## src/rtl/mem_port_arbiter.sv

```systemverilog
// Shares one memory port between instruction fetch (I) and load/store (D) with
// one outstanding transaction, fair alternation under contention and a watchdog.
module mem_port_arbiter #(
   parameter int ADDR_W  = 32,
   parameter int DATA_W  = 32,
   parameter int TIMEOUT = 64
) (
   input  logic                  clk,
   input  logic                  rst,
   input  logic                  if_req,
   input  logic [ADDR_W-1:0]     if_addr,
   output logic                  if_ready,
   output logic [DATA_W-1:0]     if_rdata,
   input  logic                  d_req,
   input  logic                  d_we,
   input  logic [ADDR_W-1:0]     d_addr,
   input  logic [DATA_W-1:0]     d_wdata,
   input  logic [DATA_W/8-1:0]   d_wstrb,
   output logic                  d_ready,
   output logic [DATA_W-1:0]     d_rdata,
   output logic                  if_stall,
   output logic                  d_stall,
   output logic                  bus_err,
   output logic                  mem_req,
   output logic                  mem_we,
   output logic [ADDR_W-1:0]     mem_addr,
   output logic [DATA_W-1:0]     mem_wdata,
   output logic [DATA_W/8-1:0]   mem_wstrb,
   input  logic                  mem_ack,
   input  logic [DATA_W-1:0]     mem_rdata
);

   localparam int CNT_W = (TIMEOUT > 0) ? $clog2(TIMEOUT + 1) : 1;
   localparam logic [CNT_W-1:0] CNT_MAX  = CNT_W'(TIMEOUT);
   localparam logic [CNT_W-1:0] CNT_LAST = CNT_W'((TIMEOUT > 0) ? TIMEOUT - 1 : 0);

   typedef enum logic [1:0] {IDLE = 2'd0, BUSY_I = 2'd1, BUSY_D = 2'd2} state_e;
   typedef enum logic {GRANT_I = 1'b0, GRANT_D = 1'b1} grant_e;

   state_e                state_q, state_d;
   grant_e                last_q, last_d;
   logic [CNT_W-1:0]      cnt_q, cnt_d;
   logic                  we_q, we_d;
   logic [ADDR_W-1:0]     addr_q, addr_d;
   logic [DATA_W-1:0]     wdata_q, wdata_d;
   logic [DATA_W/8-1:0]   wstrb_q, wstrb_d;

   logic busy, timeout_hit, done, grant_i, grant_d;

   assign busy        = (state_q != IDLE);
   // The cycle in which the counter would reach TIMEOUT is itself the error completion.
   assign timeout_hit = (TIMEOUT > 0) && busy && !mem_ack && (cnt_q >= CNT_LAST);
   assign done        = busy && (mem_ack || timeout_hit);

   always_comb begin
      state_d = state_q;
      last_d  = last_q;
      cnt_d   = cnt_q;
      we_d    = we_q;
      addr_d  = addr_q;
      wdata_d = wdata_q;
      wstrb_d = wstrb_q;
      grant_i = 1'b0;
      grant_d = 1'b0;

      case (state_q)
         IDLE: begin
            if (if_req && d_req) begin
               grant_i = (last_q == GRANT_D);
               grant_d = (last_q == GRANT_I);
            end else begin
               grant_i = if_req;
               grant_d = d_req;
            end
         end
         BUSY_I: begin
            if (done) begin
               if (d_req) grant_d = 1'b1;
               else       state_d = IDLE;
            end else if (cnt_q != CNT_MAX) begin
               cnt_d = cnt_q + CNT_W'(1);
            end
         end
         BUSY_D: begin
            if (done) begin
               if (if_req) grant_i = 1'b1;
               else        state_d = IDLE;
            end else if (cnt_q != CNT_MAX) begin
               cnt_d = cnt_q + CNT_W'(1);
            end
         end
         default: state_d = IDLE;
      endcase

      // A grant captures the winner's request fields for the whole transaction.
      if (grant_i) begin
         state_d = BUSY_I;
         last_d  = GRANT_I;
         cnt_d   = '0;
         we_d    = 1'b0;
         addr_d  = if_addr;
         wdata_d = '0;
         wstrb_d = '0;
      end
      if (grant_d) begin
         state_d = BUSY_D;
         last_d  = GRANT_D;
         cnt_d   = '0;
         we_d    = d_we;
         addr_d  = d_addr;
         wdata_d = d_wdata;
         wstrb_d = d_wstrb;
      end
   end

   always_ff @(posedge clk or negedge rst) begin
      if (!rst) begin
         state_q <= IDLE;
         last_q  <= GRANT_I;
         cnt_q   <= '0;
         we_q    <= 1'b0;
         addr_q  <= '0;
         wdata_q <= '0;
         wstrb_q <= '0;
      end else begin
         state_q <= state_d;
         last_q  <= last_d;
         cnt_q   <= cnt_d;
         we_q    <= we_d;
         addr_q  <= addr_d;
         wdata_q <= wdata_d;
         wstrb_q <= wstrb_d;
      end
   end

   assign if_ready  = done && (state_q == BUSY_I);
   assign d_ready   = done && (state_q == BUSY_D);
   assign if_rdata  = (if_ready && mem_ack) ? mem_rdata : '0;
   assign d_rdata   = (d_ready && mem_ack) ? mem_rdata : '0;
   assign bus_err   = done && !mem_ack;
   // Stalls are forced low while reset is held, even if a requester is still asserting.
   assign if_stall  = rst && if_req && !if_ready;
   assign d_stall   = rst && d_req && !d_ready;

   assign mem_req   = busy;
   assign mem_we    = we_q;
   assign mem_addr  = addr_q;
   assign mem_wdata = wdata_q;
   assign mem_wstrb = wstrb_q;

endmodule

```

## config.mk

```make
export PLATFORM = sky130hd
export DESIGN_NAME = mem_port_arbiter
export DESIGN_NICKNAME = d
export VERILOG_FILES = /design/src/rtl/mem_port_arbiter.sv
export SDC_FILE = /design/constraint.sdc
export NUM_CORES = 1
export LEC_CHECK = 0
export ABC_AREA = 1
export ABC_CLOCK_PERIOD_IN_PS = 1550
export BUFFER_PORTS_ARGS = -buffer_cell sky130_fd_sc_hd__buf_4
export CAP_MARGIN = 30
export CORE_MARGIN = 2
export CORE_UTILIZATION = 38
export CTS_CLUSTER_DIAMETER = 50
export DETAILED_ROUTE_END_ITERATION = 12
export MAX_ROUTING_LAYER = met4
export PLACE_DENSITY_LB_ADDON = 0.1
export SYNTH_ARGS = -nofsm -noshare
export SYNTH_HDL_FRONTEND = slang
export SYNTH_SLANG_ARGS = --single-unit
```

## constraint.sdc

```tcl
create_clock -name clk -period 1.55 [get_ports clk]
set_input_delay 0.0775 -clock clk [delete_from_list [all_inputs] [get_ports clk]]
set_output_delay 0.0775 -clock clk [all_outputs]
set_load 0.01 [all_outputs]
```

## Word level (Yosys, flattened, before mapping)

Cells that the tools add are included.
W data, S select, Z words.

| storage, ports and cells | value |
|---|---|
| input port bits | 138 |
| register bits after elaboration | 79 |
| output and inout bits | 139 |
| logic and storage cells | 75 |

| cells by class | value |
|---|---|
| $lt $le $gt $ge | 1 |
| bitwise gates (word level) | 1 |
| reductions and logical operators | 25 |
| add/subtract/negate cells | 1 |
| equality and inequality tests | 9 |
| multiplexer cells | 31 |

Operators with widths:

| kind | number |
|---|---|
| $mux W32 | 6 |
| $mux W7 | 5 |
| $ne A4 B4 Y1 const B | 4 |
| $logic_and A1 B1 Y1 | 13 |
| $mux W2 | 6 |
| $mux W1 | 9 |
| $mux W4 | 2 |
| $add A7 B1 Y7 const B | 1 |
| $ge A7 B6 Y1 const B | 1 |
| $ne A7 B7 Y1 const B | 1 |
| $pmux W2 S3 | 1 |
| $reduce_bool A3 Y1 | 2 |
| $reduce_and A5 Y1 | 1 |
| $pmux W1 S2 | 2 |
| $reduce_bool A2 Y1 | 2 |
| $logic_not A1 Y1 | 3 |
| $ne A3 B1 Y1 const B | 1 |
| $ne A3 B3 Y1 const B | 1 |
| $reduce_and A3 Y1 | 1 |
| $eq A2 B1 Y1 const B | 1 |
| $eq A2 B2 Y1 const B | 1 |
| $logic_not A2 Y1 | 1 |
| $reduce_or A2 Y1 | 1 |
| $logic_or A1 B1 Y1 | 1 |
| $not A1 Y1 | 1 |

## Logic depth before layout (Yosys ltp)

| logic depth | value |
|---|---|
| word-level depth | 9 |
| gate-level depth with buffers | 12 |
| mapped depth without buffers | 12 |

## Worst setup path after synthesis

OpenSTA, ideal clock, no wires.

| path | value |
|---|---|
| path type | register to register |
| from | reg state_q[0] |
| to | reg addr_q[11], in the netlist mem_addr[11] |
| cell stages (with the launch flop) | 11 |
| period minus slack after synthesis | 1703 ps |
| library setup time | 121 ps |
| data arrival time | 1582 ps |
| setup slack | -153 ps |
| required time | 1429 ps |
| cell sequence | dfrtp_1 -> inv_1 -> ha_1 -> inv_2 -> a21oi_2 -> nand2_2 -> nand2_4 -> nor2_8 -> buf_2 -> nand2_1 -> nand3_2 |

| on the way | value |
|---|---|
| word-level cells in the longest chain between the ends | 8 |
| elaborated cells on any way between the ends | 14 |

RTL lines:

| item | RTL line | text |
|---|---|---|
| from (decl) | 40 | `state_e state_q, state_d;` |
| from (signal assigned) | 126 | `state_q <= state_d;` |
| $reduce_bool A2 Y1 (*) | 50 | `assign busy = (state_q != IDLE);` |
| net mem_req | 24 | `output logic mem_req,` |
| $logic_and A1 B1 Y1 (2 in series) | 52 | `assign timeout_hit = (TIMEOUT > 0) && busy && !mem_ack && (cnt_q >= CNT_LAST);` |
| $logic_or A1 B1 Y1 | 53 | `assign done = busy && (mem_ack \|\| timeout_hit);` |
| $logic_and A1 B1 Y1 (*) | 53 |  |
| $mux W1, on equally long branches | 77, 85 |  |
| $pmux W1 S2 | 66 | `case (state_q)` |
| $mux W32 / $reduce_bool A2 Y1 (equally long branches) | n/a |  |
| to (signal assigned) | 130 | `addr_q <= addr_d;` |
| to (decl) | 44 | `logic [ADDR_W-1:0] addr_q, addr_d;` |

The timed path passes the listed nets; every way through them passes the cells marked *.
A chain may end at the register's enable or synchronous reset.

## Final worst setup path

| path | value |
|---|---|
| from | reg cnt_q[0] |
| to | out d_rdata[31] |

| on the way | value |
|---|---|
| word-level cells in the longest chain between the ends | 7 |

RTL lines:

| item | RTL line | text |
|---|---|---|
| from (decl) | 42 | `logic [CNT_W-1:0] cnt_q, cnt_d;` |
| from (signal assigned) | 128 | `cnt_q <= cnt_d;` |
| $ge A7 B6 Y1 | 52 |  |
| $logic_and A1 B1 Y1 | 52 |  |
| $logic_or A1 B1 Y1 | 53 |  |
| $logic_and A1 B1 Y1 | 53 |  |
| $logic_and A1 B1 Y1 | 137 | `assign d_ready = done && (state_q == BUSY_D);` |
| $logic_and A1 B1 Y1 | 139 | `assign d_rdata = (d_ready && mem_ack) ? mem_rdata : '0;` |
| $mux W32 | 139 |  |
| to (decl) | 20 | `output logic [DATA_W-1:0] d_rdata,` |

Every way passes these cells.

==> impl_metrics.toml <==
[status]
outcome = "finished, violations left"
violations = "setup timing"

[sta]
min_period_over_period_pct = 124
slew-limit-headroom_pct = 77.5
worst_pin_slew_ns = 0.337
fin_crit_ns = 1.92
finalSetupViolCount = 147
timing.fmax_mhz = 520
worst_clock_skew_ns = 0.0115
slew_viol_final = 0
fin_ws_ns = -0.372
rsz0062_at_grt = "yes"
hold_viol_final = 0

[die]
top_level_ports = 277
rows = 37
core_sq_um = 10400
fp.dieW_microns = 108
dieArea_sq_um = 11600
die_h_microns = 108
initial_core_util_pct = 39.4

[detailed_routing]
drtIter0Drc = 281
num_vias = 5190
detail-route-antenna-nets = 0
wire_per_inst_microns = 17.5
drc = 0
drt_wl_total_microns = 18300
vias_per_cell = 4.95
first_pass_iters = 4

[setup_path]
endpoint = "d_rdata[31]"
crit_path_start_kind = "flip-flop"
r2r_start = "cnt_q[1]$_DFFE_PN0P_"
endpoint_kind = "output pin"
r2r_end = "mem_addr[14]$_DFFE_PN0P_"
critical_path_peak_fanout = 12
worstPathRequired_ns = 1.47
cp-startpoint = "cnt_q[0]$_DFFE_PN0P_"
critPathArrivalTime_ns = 1.84
crit_type = "flip-flop to output pin"
reg2reg_depth = 13
r2r_slack_ns = -0.33

[layout]
layout.nets = 1050
register_area_sq_um = 1980
final_common_cell = "buf_4"
drive_gt1_share_pct = 51.8
n_fill_cell = 547
stdcell_area_sq_um = 8740
syn_to_final_growth_pct = 113
layout_common_cells = "275 x buf_4, 114 x nand2_1, 102 x dlygate4sd3_1, 78 x dfrtp_1, 51 x inv_1"
multi_input_area_sq_um = 2140

[power_and_ir_drop]
p_per_area_nw_per_um2 = 1460
p_total_w = 0.0128
p_leak_nw = 4.54
max-vdd-ir-drop_mv = 0.969

[clock_network]
clock_latency_ns = 0.35
cts_root_buf = "clkbuf_8"
htreeDepth = 3
clock_path_buffers = 2
cts_buffers = 9
cts_tree = "done"
clk_pin_slew_worst_paths_ns = 0.09
numClockSinks = 79

[global_route]
grt_pass1_vias = 5354
grt_pass1_wl_microns = 26400
grt_max_degree = 64
overflow = 0
grt_usage_pct = 30.0
antenna_found_initial = 0

[min_path]
hp-class = "input port to flip-flop"

[place]
place_area_sq_um = 6710
portBuffers = 276
place.detailed.hpwl_microns = 10600
gp_congestion = 0.848

[logic_synthesis]
synthTopCellsByArea = "dfrtp_1 48%, nand2_1 11%, a22o_1 7.9%, nor2_1 7.0%, inv_1 5.2%"
synth_top_area_share_pct = 48.2
synth_area_leader_cell = "dfrtp_1"
synth-seq-cells = 79
yosysSeqAreaShare_pct = 48.2
syn-num-nets = 625
yosysWarnings = 0
netlist_instances = 482
syn_area_sq_um = 4100
synth.distinct_cells = 33
syn_avg_cell_area_sq_um = 8.51

[run]
maxCapViolCount = 0
-- metrics by stage --
stage / TNS, ns / std cells / hold slack [ns] / setup slack, ns / utilization, %
after detailed placement: -13.11 / 908 / -0.0286 / -0.147 / 64.4
after global routing: -54.88 / 1048 / 0.0762 / -0.472 / 83.9
final: -41.29 / 1049 / 0.0681 / -0.372 / 83.9
after floorplan: -2.29 / 482 / -0.218 / -0.0537 / -
after global placement: -6.88 / 908 / -0.0340 / -0.0882 / 64.4
after CTS: -40.34 / 1038 / 0.0610 / -0.347 / 80.5
-- kinds of logic (layout without fill, tap and decap cells) --
kind of cell / after synthesis / in the layout / synth area share (%)
AOI/OAI and AO/OA: 46 / 46 / 9.37
xor gates and xnor gates: 1 / 1 / 0.214
adders and majority gates: 5 / 5 / 1.53
buffers and inverters: 83 / 513 / 10.1
DFF: 79 / 79 / 48.2
other: 0 / 1 / 0
and+or+nand+nor: 268 / 268 / 30.5
-- report_power, final --
group,switching (W),internal [W],leakage (nW)
logic,0.00358,0.00382,3.42
clock network,0.000812,0.000971,0.115
registers,0.000613,0.00300,1.01
total,0.00500,0.00780,4.54
-- sequential cells by signal, indices dropped and copies added (netlist names) --
signal     count
last_q         1
mem_we         1
cnt_q          7
state_q        2
mem_wdata     32
mem_wstrb      4
mem_addr      32
-- per-layer routing --
metal	global-route usage, %	routed length [microns]	vias to the layer above
met2	54.9	10000	275
li1	-	-	2376
met3	5.81	1350	48
met4	12.5	609	0
met5	-	0	-
met1	31.3	6360	2491
-- how the worst min path moves through the flow --
stage / cells past startpoint / from / end
5_1_grt: 3 / d_req / last_q$_DFFE_PN0P_
3_5_place_dp: 1 / rst / mem_addr[22]$_DFFE_PN0P_
4_1_cts: 3 / d_req / last_q$_DFFE_PN0P_
6_report: 3 / d_req / last_q$_DFFE_PN0P_
3_3_place_gp: 1 / rst / mem_addr[28]$_DFFE_PN0P_
2_1_floorplan: 0 / rst / cnt_q[0]$_DFFE_PN0P_
-- final cells by class --
class | count | share of cell area, %
Multi-Input combinational cell | 320 | 24.5
Sequential cell | 79 | 22.6
Clock buffer | 11 | 1.62
Antenna cell | 1 | 0.0286
Clock inverter | 5 | 0.987
Timing Repair Buffer | 437 | 45.6
Tap cell | 136 | 1.95
Inverter | 60 | 2.72
-- Yosys cell counts (all sizes together) --
cell type and count:
o31ai 1, o311ai 1, a22o 37, nand4 2
nand2 136, ha 5, o21ai 2, nand3 48
inv 60, dfrtp 79, buf 23, o21a 1
o211ai 1, xor2 1, nor3 3, nor2 79
a21oi 3
-- critical path, stage by stage (launching register included) --
cell and delay, ns:
dfrtp_1 0.37, ha_2 0.19, inv_2 0.04, nand2_2 0.06, nand2_2 0.06, nand2_4 0.08
nand3_2 0.08, inv_2 0.08, nand2_4 0.08, buf_12 0.16, nor2_1 0.14, buf_4 0.15
-- what timing repair did --
item,CTS,global route
endpoints found under the setup margin,147,149
pin swaps,2,5
resized for setup,58,46
hold endpoints to repair,148,0
hold buffers,102,0
setup buffers,8,6
cloned,5,6
No activity file was read; power rests on OpenSTA's default activity.
